==> src/rtl/sdr_pkg.sv <==
// Shared helpers for the SDR receive chain: width math and the CIC comb FSM state type.
package sdr_pkg;

  // Ceiling log2 for positive values; used for counter and accumulator sizing.
  function automatic int clog2(input int value);
    int result;
    result = 0;
    for (int i = 0; i < 31; i++) begin
      if ((1 << i) < value) result = i + 1;
    end
    return result;
  endfunction

  // CIC register width: input width plus the bit growth of R^N.
  function automatic int cic_acc_w(input int width_in, input int stages, input int decim);
    return width_in + stages * clog2(decim);
  endfunction

  typedef enum logic [1:0] {
    ST_IDLE = 2'd0,
    ST_COMB = 2'd1,
    ST_OUT  = 2'd2
  } comb_state_e;

endpackage

==> src/rtl/cic_integrator_chain.sv <==
// Cascade of ce-gated modular accumulators forming the CIC integrator section.
module cic_integrator_chain
  import sdr_pkg::*;
#(
  parameter int STAGES   = 3,
  parameter int ACC_W    = 41,
  parameter int WIDTH_IN = 8
) (
  input  logic                       osc_clk,
  input  logic                       reset,
  input  logic                       ce,
  input  logic signed [WIDTH_IN-1:0] d_in,
  output logic [ACC_W-1:0]           acc_out
);

  logic [ACC_W-1:0] acc [STAGES];
  logic [ACC_W-1:0] d_in_ext;

  // Overflow is expected here; the comb section cancels the wrap as long as ACC_W covers R^N.
  assign d_in_ext = {{(ACC_W - WIDTH_IN){d_in[WIDTH_IN-1]}}, d_in};
  assign acc_out  = acc[STAGES-1];

  // Each stage adds the previous stage's registered value, giving one cycle of latency per stage.
  always_ff @(posedge osc_clk) begin
    if (reset) begin
      for (int k = 0; k < STAGES; k++) acc[k] <= '0;
    end else if (ce) begin
      acc[0] <= acc[0] + d_in_ext;
      for (int k = 1; k < STAGES; k++) acc[k] <= acc[k] + acc[k-1];
    end
  end

endmodule

==> src/rtl/cic_decimator.sv <==
// CIC decimator: integrators at the input rate, a time-multiplexed comb section at the
// output rate, and a square sample clock for the downstream demodulator.
//
// state   | meaning
// --------+----------------------------------------------------------
// ST_IDLE | waiting for dec_strobe; latches the integrator output
// ST_COMB | one comb stage per cycle, N cycles
// ST_OUT  | truncates the comb result onto d_out, pulses d_out_valid
module cic_decimator
  import sdr_pkg::*;
#(
  parameter int WIDTH_IN  = 8,
  parameter int WIDTH_OUT = 8,
  parameter int STAGES    = 3,
  parameter int DECIM     = 2048
) (
  input  logic                        osc_clk,
  input  logic                        reset,
  input  logic                        ce,
  input  logic signed [WIDTH_IN-1:0]  d_in,
  output logic signed [WIDTH_OUT-1:0] d_out,
  output logic                        d_out_valid,
  output logic                        d_out_clk
);

  localparam int ACC_W  = cic_acc_w(WIDTH_IN, STAGES, DECIM);
  localparam int CNT_W  = clog2(DECIM);
  localparam int STG_W  = clog2(STAGES + 1);
  localparam int HALF_W = clog2(DECIM / 2);

  localparam logic [CNT_W-1:0]  CNT_LAST  = CNT_W'(DECIM - 1);
  localparam logic [STG_W-1:0]  STG_LAST  = STG_W'(STAGES - 1);
  localparam logic [HALF_W-1:0] HALF_LAST = HALF_W'(DECIM / 2 - 1);

  // The comb pass must finish before the next strobe, and truncation needs WIDTH_OUT <= ACC_W.
  if (STAGES < 1 || STAGES > 6) begin : g_bad_stages
    $error("cic_decimator: STAGES must be in 1..6");
  end
  if (DECIM < 4 || (DECIM & (DECIM - 1)) != 0) begin : g_bad_decim
    $error("cic_decimator: DECIM must be a power of two >= 4");
  end
  if (DECIM < STAGES + 2) begin : g_bad_ratio
    $error("cic_decimator: DECIM must be >= STAGES + 2");
  end
  if (WIDTH_OUT > ACC_W) begin : g_bad_width
    $error("cic_decimator: WIDTH_OUT must not exceed ACC_W");
  end

  logic [ACC_W-1:0]  integ_out;
  logic [CNT_W-1:0]  dec_cnt;
  logic              dec_strobe;
  comb_state_e       state;
  comb_state_e       state_nxt;
  logic [STG_W-1:0]  stage_left;
  logic [ACC_W-1:0]  comb_x;
  logic [ACC_W-1:0]  comb_d [STAGES];
  logic [HALF_W-1:0] clk_left;

  cic_integrator_chain #(
    .STAGES   (STAGES),
    .ACC_W    (ACC_W),
    .WIDTH_IN (WIDTH_IN)
  ) u_integ (
    .osc_clk (osc_clk),
    .reset   (reset),
    .ce      (ce),
    .d_in    (d_in),
    .acc_out (integ_out)
  );

  assign dec_strobe = ce && (dec_cnt == CNT_LAST);

  // Decimation phase counter; DECIM is a power of two so it wraps naturally.
  always_ff @(posedge osc_clk) begin
    if (reset) begin
      dec_cnt <= '0;
    end else if (ce) begin
      dec_cnt <= dec_cnt + 1'b1;
    end
  end

  // Comb FSM state register.
  always_ff @(posedge osc_clk) begin
    if (reset) begin
      state <= ST_IDLE;
    end else begin
      state <= state_nxt;
    end
  end

  // Comb FSM next-state: one cycle per comb stage, then a single output cycle.
  always_comb begin
    state_nxt = state;
    case (state)
      ST_IDLE: if (dec_strobe) state_nxt = ST_COMB;
      ST_COMB: if (stage_left == '0) state_nxt = ST_OUT;
      ST_OUT:  state_nxt = ST_IDLE;
      default: state_nxt = ST_IDLE;
    endcase
  end

  // Comb datapath. The delay registers rotate one slot per stage so the head is always the
  // current stage's delay; after N rotations they are back in stage order.
  always_ff @(posedge osc_clk) begin
    if (reset) begin
      comb_x      <= '0;
      stage_left  <= '0;
      d_out       <= '0;
      d_out_valid <= 1'b0;
      for (int s = 0; s < STAGES; s++) comb_d[s] <= '0;
    end else begin
      d_out_valid <= 1'b0;
      case (state)
        ST_IDLE: begin
          if (dec_strobe) begin
            comb_x     <= integ_out;
            stage_left <= STG_LAST;
          end
        end
        ST_COMB: begin
          comb_x <= comb_x - comb_d[0];
          for (int s = 0; s < STAGES - 1; s++) comb_d[s] <= comb_d[s+1];
          comb_d[STAGES-1] <= comb_x;
          if (stage_left != '0) stage_left <= stage_left - 1'b1;
        end
        ST_OUT: begin
          d_out       <= comb_x[ACC_W-1 -: WIDTH_OUT];
          d_out_valid <= 1'b1;
        end
        default: ;
      endcase
    end
  end

  // Sample clock: rises the cycle after valid, high for DECIM/2 cycles via a down-counter.
  always_ff @(posedge osc_clk) begin
    if (reset) begin
      d_out_clk <= 1'b0;
      clk_left  <= '0;
    end else if (d_out_valid) begin
      d_out_clk <= 1'b1;
      clk_left  <= HALF_LAST;
    end else if (d_out_clk) begin
      if (clk_left == '0) begin
        d_out_clk <= 1'b0;
      end else begin
        clk_left <= clk_left - 1'b1;
      end
    end
  end

endmodule
==> config.mk <==
export PLATFORM = sky130hd
export DESIGN_NAME = cic_decimator
export DESIGN_NICKNAME = d
export VERILOG_FILES = /design/src/rtl/sdr_pkg.sv /design/src/rtl/cic_integrator_chain.sv /design/src/rtl/cic_decimator.sv
export SDC_FILE = /design/constraint.sdc
export NUM_CORES = 1
export LEC_CHECK = 0
export BUFFER_PORTS_ARGS = -buffer_cell sky130_fd_sc_hd__buf_2
export CORE_MARGIN = 3
export CORE_UTILIZATION = 41
export CTS_CLUSTER_DIAMETER = 100
export DETAILED_ROUTE_END_ITERATION = 8
export HOLD_SLACK_MARGIN = 0.06
export SETUP_SLACK_MARGIN = 0.15
export SYNTH_ARGS = -nofsm -noshare
export SYNTH_HDL_FRONTEND = slang
export SYNTH_SLANG_ARGS = --single-unit
==> constraint.sdc <==
create_clock -name osc_clk -period 7.6 [get_ports osc_clk]
set_input_delay 1.14 -clock osc_clk [delete_from_list [all_inputs] [get_ports osc_clk]]
set_output_delay 1.14 -clock osc_clk [all_outputs]
set_load 0.005 [all_outputs]
Word level (Yosys, flattened, before mapping)
Memories as Yosys holds them, arrays and structs flattened.
Cells that the tools add are included.
- register bits: 76
- bits in latches: 0
- bits in writable memories: 246
- bits in read-only memories: 0
- output and inout bits: 10
- word-level logic and storage cells: 70
- memories: 2
- memories (name ; words ; bits a word ; rd ports ; clocked after memory_dff ; wr ports ; RTL line ; source):
    comb_d ; 3 ; 41 ; 3 ; 0 ; 3 ; cic_decimator.sv:56 ; logic [ACC_W-1:0] comb_d [STAGES];
    u_integ.acc ; 3 ; 41 ; 3 ; 0 ; 3 ; cic_integrator_chain.sv:16 ; logic [ACC_W-1:0] acc [STAGES];
- $add $sub $neg: 7
- multipliers: 0
- divide/modulo/power cells: 0
- $lt $le $gt $ge: 0
- eq/ne operators: 7
- shift operators: 0
- multiplexer cells: 29
- bitwise logic cells: 6
- reductions and logical operators: 11
- operators by type and width (cell ; number):
    $mux 41 ; 7
    $add 41x41->41 ; 3
    $pmux 41 s2 ; 1
    $sub 41x41->41 ; 1
    $mux 10 ; 3
    $mux 1 ; 12
    $add 11x1->11 const B ; 1
    $eq 11x11->1 const B ; 1
    $logic_not 10->1 ; 1
    $sub 10x1->10 const B ; 1
    $mux 2 ; 4
    $ne 2x2->1 const B ; 4
    $pmux 2 s2 ; 2
    $or 1x1->1 ; 6
    $reduce_and 2->1 ; 3
    $reduce_bool 2->1 ; 3
    $logic_not 2->1 ; 2
    $reduce_and 3->1 ; 1
    $eq 2x1->1 const B ; 1
    $eq 2x2->1 const B ; 1
    $sub 2x1->2 const B ; 1
    $logic_and 1x1->1 ; 1

Longest topological paths before layout
Gate-level depths: netlist of run 1.
- depth in word-level cells: 5
- gate-level depth with buffers: 13
- gate-level depth less buffers: 13

Cells and area by module
Synthesis of run 1 repeated with hierarchy kept, for this count alone.
- cell total of the unflattened synthesis: 2321
- area, all modules: 21685.8 µm²
- by module, submodules not included (module ; times used ; cells each ; area an instance (µm²)):
    cic_integrator_chain ; 1 ; 1299 ; 11462.2
    cic_decimator ; 1 ; 1022 ; 10223.6

Worst setup path after synthesis of run 1
OpenSTA, ideal clock, no wires.
- path kind: input -> register
- from: in reset
- to: reg comb_x[27]
- library setup time: 0.316 ns
- data arrival time: 5.337 ns
- required time: 7.284 ns
- slack: 1.947 ns
- stages on the path: 4
- buffers on the path: 2
- cells stage by stage: clkbuf_1 -> nand2b_1 -> clkbuf_1 -> o22ai_1
- RTL lines (item ; RTL line ; source):
    start, declared ; cic_decimator.sv:18 ; input logic reset,
    end signal, assigned ; cic_decimator.sv:116 ; comb_x <= integ_out;
    end signal, assigned ; cic_decimator.sv:121 ; comb_x <= comb_x - comb_d[0];
    end, declared ; cic_decimator.sv:55 ; logic [ACC_W-1:0] comb_x;

==> flow_summary.json, run 1 <==
{
  "io_buffers": 20,
  "timing.rr.end": "u_integ.acc[0][116]",
  "hold_violations": 0,
  "timing.rr.start": "u_integ.acc[0][82]",
  "final.setup.worst_slack_ns": 3.323,
  "fin_setup_tns_ns": 0,
  "hp-start": "d_out[6]",
  "syn_area_um2": 20200,
  "synthArstFlopShare_pct": 0,
  "ys_seq_area_share_pct": 44.11,
  "synth_fp_nets": 2266,
  "r2r_setup_slack_ns": 3.78,
  "post_dp_cell_area_um2": 20940,
  "whs_ns": 0.4535,
  "core_um2": 48250,
  "critPathMaxFanout": 34,
  "drive_above_1_share_pct": 5.293,
  "clockBufferDepth": 3,
  "final_area_um2": 22140,
  "antenna_found_initial": 0,
  "crit_path_end_kind": "register",
  "period_share_pct": 56.27,
  "totalWireLength_mm": 43.05,
  "via_per_inst": 5.372,
  "synth_cell_type_count": 80,
  "cts_setup_buffers": 0,
  "drv_slew": 0,
  "place.gp.congestion": 0.8841,
  "area_growth_pct": 9.603,
  "synth_top_area_share_pct": 36.58,
  "peakVddDrop_mv": 0.1523,
  "cts_resized": 0,
  "grt_pass1_wl_mm": 72.05,
  "maxCapViolCount": 0,
  "min_path_type": "register to register",
  "ys.flop_type": "edfxtp_1",
  "cts_root_buf": "clkbuf_16",
  "cts_made_buffers": 38,
  "num_vias": 14892,
  "cts_tree": "built",
  "grt_usage_pct": 16.32,
  "period_minus_slack_ns": 4.277,
  "fin_nets": 2265,
  "drc": 0,
  "tightest_slew_ns": 1.072,
  "place_ws_ns": 2.768,
  "synthesis.instances": 2088,
  "ant_nets": 0,
  "total_leakage_power_nw": 9.128,
  "die_y_um": 227.9,
  "diodes": 0,
  "arrival_ns": 4.54,
  "clkLatencyLatePin_ns": 0.55,
  "io-pin-count": 21,
  "fillCellCount": 4650,
  "p_int_w": 0.003456,
  "ctsHoldBuffers": 0,
  "skew_ns": 0.03270,
  "p_sw_w": 0.001364,
  "ys.warnings.count": 0,
  "wl_per_cell_um": 15.53,
  "crit_end": "u_integ.acc[0][39]",
  "crit_start": "d_in[7]",
  "critPathKind": "input pin to register",
  "clkSlewWorstSetupHoldPaths_ns": 0.06,
  "required_ns": 7.87,
  "rsz0062_at_grt": "false",
  "rows": 80,
  "die_x_um": 227.9,
  "first_pass_iters": 5,
  "drt_iter0_markers": 818,
  "cts_sinks": 322,
  "status": "completed",
  "synth-seq-cells": 322,
  "grt_max_degree": 107,
  "power_density_nw_per_um2": 217.8,
  "initial_core_util_pct": 41.86,
  "h-tree-depth": 2,
  "syn_area_per_cell_um2": 9.672,
  "synth_area_leaders": "edfxtp_1 (37%), ha_1 (10%), dfxtp_1 (7.5%)",
  "gr-total-overflow": 0,
  "clockPowerShare_pct": 36.4,
  "cp-start-kind": "input pin",
  "fmax_mhz": 233.8,
  "reg2reg_depth": 12,
  "dieArea_um2": 51960,
  "seq_power_share_pct": 43.9,
  "grt_pass1_vias": 14326,
  "maxSlewHeadroom_pct": 28.54,
  "p_sw_share_pct": 28.30,
  "synth_edf_count": 246,
  "synth_top_area_cell": "edfxtp_1",
  "setup_viol": 0,
  "p_comb_share_pct": 19.7,
  "dp_hpwl_mm": 30.37
}
area by class of cell:
class / instances / area, um2 / area share (%)
tap: 656 / 820.8 / 3.708
clock buffer: 52 / 1045 / 4.720
clock inverter: 17 / 147.6 / 0.6670
timing repair buffer: 30 / 175.2 / 0.7914
sequential: 322 / 8909 / 40.25
multi-input combinational: 1612 / 10730 / 48.46
inverter: 83 / 311.5 / 1.407
cell usage after synthesis (all sizes together) (4+ instances only):
master   number
nor2        251
edfxtp      246
nand2       167
a21oi       165
ha          163
and2        143
inv          83
o21ai        80
a21o         79
dfxtp        76
xnor2        75
xor2         72
clkbuf       64
nor3         40
nand3        38
o21bai       30
nand2b       24
a31oi        23
a311oi       20
and3         20
o21a         19
a211oi       17
nand4        17
nor2b        16
mux2i        11
nor4         10
o31ai        10
a211o         9
o22ai         9
or2           8
a41oi         7
buf           7
o211ai        7
or3           7
a2111oi       6
o2111ai       6
o41ai         6
nor3b         5
a221oi        4
a22oi         4
fa            4
cells by family (layout without fill, tap and decap cells):
logic type / count (synthesis) / after routing / synth area share (%)
and+or+nand+nor: 757 / 757 / 17.99
AOI/OAI and AO/OA: 530 / 530 / 17.56
DFF: 322 / 322 / 44.11
adders and majority gates: 167 / 167 / 10.50
buffers and inverters: 154 / 182 / 2.918
xor gates and xnor gates: 147 / 147 / 6.375
muxes: 11 / 11 / 0.5452
critical path, stage by stage:
cell and delay, ns:
buf_2 0.58, ha_1 0.37, nand4_1 0.17, nand2b_1 0.18, a2111oi_0 0.71, nor3_1 0.26, o21ai_1 0.34, a21oi_1 0.18
o21ai_2 0.24, a311oi_1 0.14, xor2_1 0.15, nor2_1 0.06
routing by layer:
metal | up-vias | GRT usage (%) | wire length [um] | part of all wire, %
met2 | 244 | 25.70 | 18770 | 44
met4 | 0 | 4.893 | 1066 | 2.5
met3 | 76 | 2.108 | 1574 | 3.7
li1 | 7584 | - | - | -
met1 | 6988 | 23.51 | 21630 | 50
met5 | - | 0 | 0 | 0
per-stage QoR:
step / instances / total power, W / util, %
floorplan: 2088 / 0.002889 / -
global placement: 2703 / 0.003072 / 43.41
detailed placement: 2703 / 0.003095 / 43.41
CTS: 2772 / 0.004869 / 45.88
global route: 2772 / 0.005070 / 45.88
finish: 2772 / 0.004821 / 45.88
placed cells by master, fill, tap and decap left out, types with 20 or more instances in the layout:
master / instances
o21ai_0: 70
nor2_1: 249
xor2_1: 72
buf_2: 20
xnor2_1: 75
a21o_1: 79
and2_1: 143
nand3_1: 38
nand2b_1: 21
a21oi_1: 164
a311oi_1: 20
ha_1: 163
inv_1: 83
nand2_1: 167
nor3_1: 40
clkbuf_16: 39
a31oi_1: 22
o21bai_1: 30
edfxtp_1: 246
dfxtp_1: 76
power groups by stage:
stage / logic [W] / registers (W) / clock network (W)
floorplan: 0.000779 / 0.00211 / 0
CTS: 0.000948 / 0.00212 / 0.00180
detailed placement: 0.000943 / 0.00215 / 0
global placement: 0.000923 / 0.00215 / 0
finish: 0.000951 / 0.00212 / 0.00175
global route: 0.00107 / 0.00213 / 0.00187
how the worst min path moves through the flow:
stage	end	slack [ns]	depth (start not counted)
2_1_floorplan	d_out[0]	0.45	2
3_3_place_gp	d_out[2]	0.44	2
3_5_place_dp	d_out[5]	0.45	2
4_1_cts	d_out[5]	0.45	2
5_1_grt	d_out[5]	0.47	2
6_report	d_out[6]	0.45	2
state kept, by name (all words and copies together), names as in the netlist:
register     count
stage_left       2
comb_d         123
d_out_valid      1
comb_x          41
d_out_clk        1
d_out            8
dec_cnt         11
clk_left        10
state            2
u_integ.acc    123
Power figures use the tool's default switching activity.
==> inputs of run 2 (changes only) <==
clock period = 4.1 ns   (was 7.6 ns; I/O delays follow)
==> flow_summary.json, run 2 (same netlist as run 1, synthesis figures left out) <==
{
  "status": "completed",
  "final_core_util_pct": 46.22,
  "final_cell_count_no_fill": 2783,
  "cts_tree": "built",
  "antenna_found_initial": 0,
  "tightest_slew_ns": 1.167,
  "die_x_um": 227.9,
  "skew_ns": 0.01613,
  "r2r_setup_slack_ns": 0.43,
  "timing.rr.end": "u_integ.acc[0][81]",
  "clkSlewWorstSetupHoldPaths_ns": 0.06,
  "cts_root_buf": "clkbuf_16",
  "rsz0062_at_grt": "false",
  "crit_path_end_kind": "register",
  "wl_per_cell_um": 15.71,
  "required_ns": 4.40,
  "placedCellCount": 2714,
  "place_ws_ns": 0.2189,
  "fin_setup_tns_ns": 0,
  "hold_violations": 0,
  "reg2reg_depth": 12,
  "totalWireLength_mm": 43.71,
  "place.gp.congestion": 0.9035,
  "grt_pass1_vias": 14210,
  "dp_hpwl_mm": 31.33,
  "reg_top3": "comb_d (123), u_integ.acc (123), comb_x (41)",
  "clockBufferDepth": 3,
  "h-tree-depth": 2,
  "via_per_inst": 5.365,
  "initial_core_util_pct": 41.86,
  "maxSlewHeadroom_pct": 22.01,
  "clkLatencyLatePin_ns": 0.55,
  "worst_path_max_delay_cell": "o41ai_4",
  "grt_pass1_wl_mm": 71.88,
  "setup_viol": 0,
  "core_um2": 48250,
  "drive_above_1_share_pct": 5.971,
  "drc": 0,
  "cts_made_buffers": 38,
  "timing.rr.start": "u_integ.acc[0][0]",
  "crit_start": "u_integ.acc[0][0]",
  "period_minus_slack_ns": 3.667,
  "period_share_pct": 89.43,
  "fin_nets": 2276,
  "total_leakage_power_nw": 9.211,
  "critPathMaxFanout": 5,
  "critPathKind": "register to register",
  "power_density_nw_per_um2": 402.6,
  "fillCellCount": 4561,
  "first_pass_iters": 5,
  "gr-total-overflow": 0,
  "diodes": 0,
  "final.setup.worst_slack_ns": 0.4334,
  "layout_common_cells": "nor2_1 (249), edfxtp_1 (246), nand2_1 (167)",
  "dieArea_um2": 51960,
  "grt_usage_pct": 16.48,
  "drv_slew": 0,
  "peakVddDrop_mv": 0.2192,
  "area_growth_pct": 10.42,
  "cp-start-kind": "register",
  "cts_sinks": 322,
  "crit_chain": "ha_1 > fa_1 > a21o_1 > a21oi_1 > o21ai_0 > nand3_1 > a31oi_1 > o41ai_4 > o31ai_1 > o41ai_1 > xnor2_1 > nor2_1",
  "grt_max_degree": 98,
  "arrival_ns": 3.96,
  "crit_end": "u_integ.acc[0][81]",
  "cts_resized": 0,
  "cts_setup_buffers": 0,
  "ant_nets": 0,
  "die_y_um": 227.9,
  "slowest_delay_ns": 0.42,
  "num_vias": 14932,
  "io_buffers": 20,
  "ctsHoldBuffers": 0,
  "drt_iter0_markers": 894,
  "rows": 80,
  "total_power_w": 0.008977,
  "io-pin-count": 21,
  "maxCapViolCount": 0,
  "layout_commonest_cell": "nor2_1",
  "min_path_type": "input pin to register",
  "fmax_mhz": 272.7
}
## run 2: routing by layer
metal	share of wire (%)	wire, um	global-route usage (%)	vias to the layer above
met5	0	0	0	-
met4	2.2	982	4.558	0
met3	3.8	1646	2.557	70
met2	43	18690	25.55	275
met1	51	22390	23.98	6979
li1	-	-	-	7608
## run 2: worst max-delay path, delay by kind of cell (launching register included)
kind                       cells  cell delay [ns]
AOI/OAI and AO/OA              7             1.95
xor gates and xnor gates       1             0.16
adders and majority gates      2             0.67
DFF                            1             0.41
and+or+nand+nor                2             0.23
## run 2: final cells by class
class	count	area, um2	area share [%]
Multi-Input combinational cell	1612	10730	48.12
Sequential cell	322	8909	39.95
Clock buffer	55	1066	4.780
Tap cell	656	820.8	3.681
Timing Repair Buffer	41	320.3	1.436
Inverter	83	311.5	1.397
Clock inverter	14	141.4	0.6340
## run 2: stage by stage
| stage | cell area [um2] | hold WS (ns) |
|---|---|---|
| final | 22300 | 0.4477 |
| after global routing | 22300 | 0.4600 |
| after CTS | 22300 | 0.4202 |
| after detailed placement | 21090 | 0.4441 |
| after global placement | 21090 | 0.4404 |
| after floorplan | 20200 | 0.4527 |
## run 2: power breakdown
part / total, W / switching (W) / internal (W) / leakage, nW
clock network: 0.00327 / 0.00133 / 0.00194 / 0.588
registers: 0.00392 / 0.000159 / 0.00376 / 3.14
logic: 0.00178 / 0.00104 / 0.000742 / 5.49
## run 2: worst min-delay path by stage
stage             start             to  slack (ns)  cells after the start
2_1_floorplan  d_out[0]       d_out[0]        0.45                      2
3_3_place_gp   d_out[0]       d_out[0]        0.44                      2
3_5_place_dp   d_out[0]       d_out[0]        0.44                      2
4_1_cts              ce     dec_cnt[0]        0.42                      3
5_1_grt           reset  stage_left[0]        0.46                      2
6_report             ce     dec_cnt[0]        0.45                      3
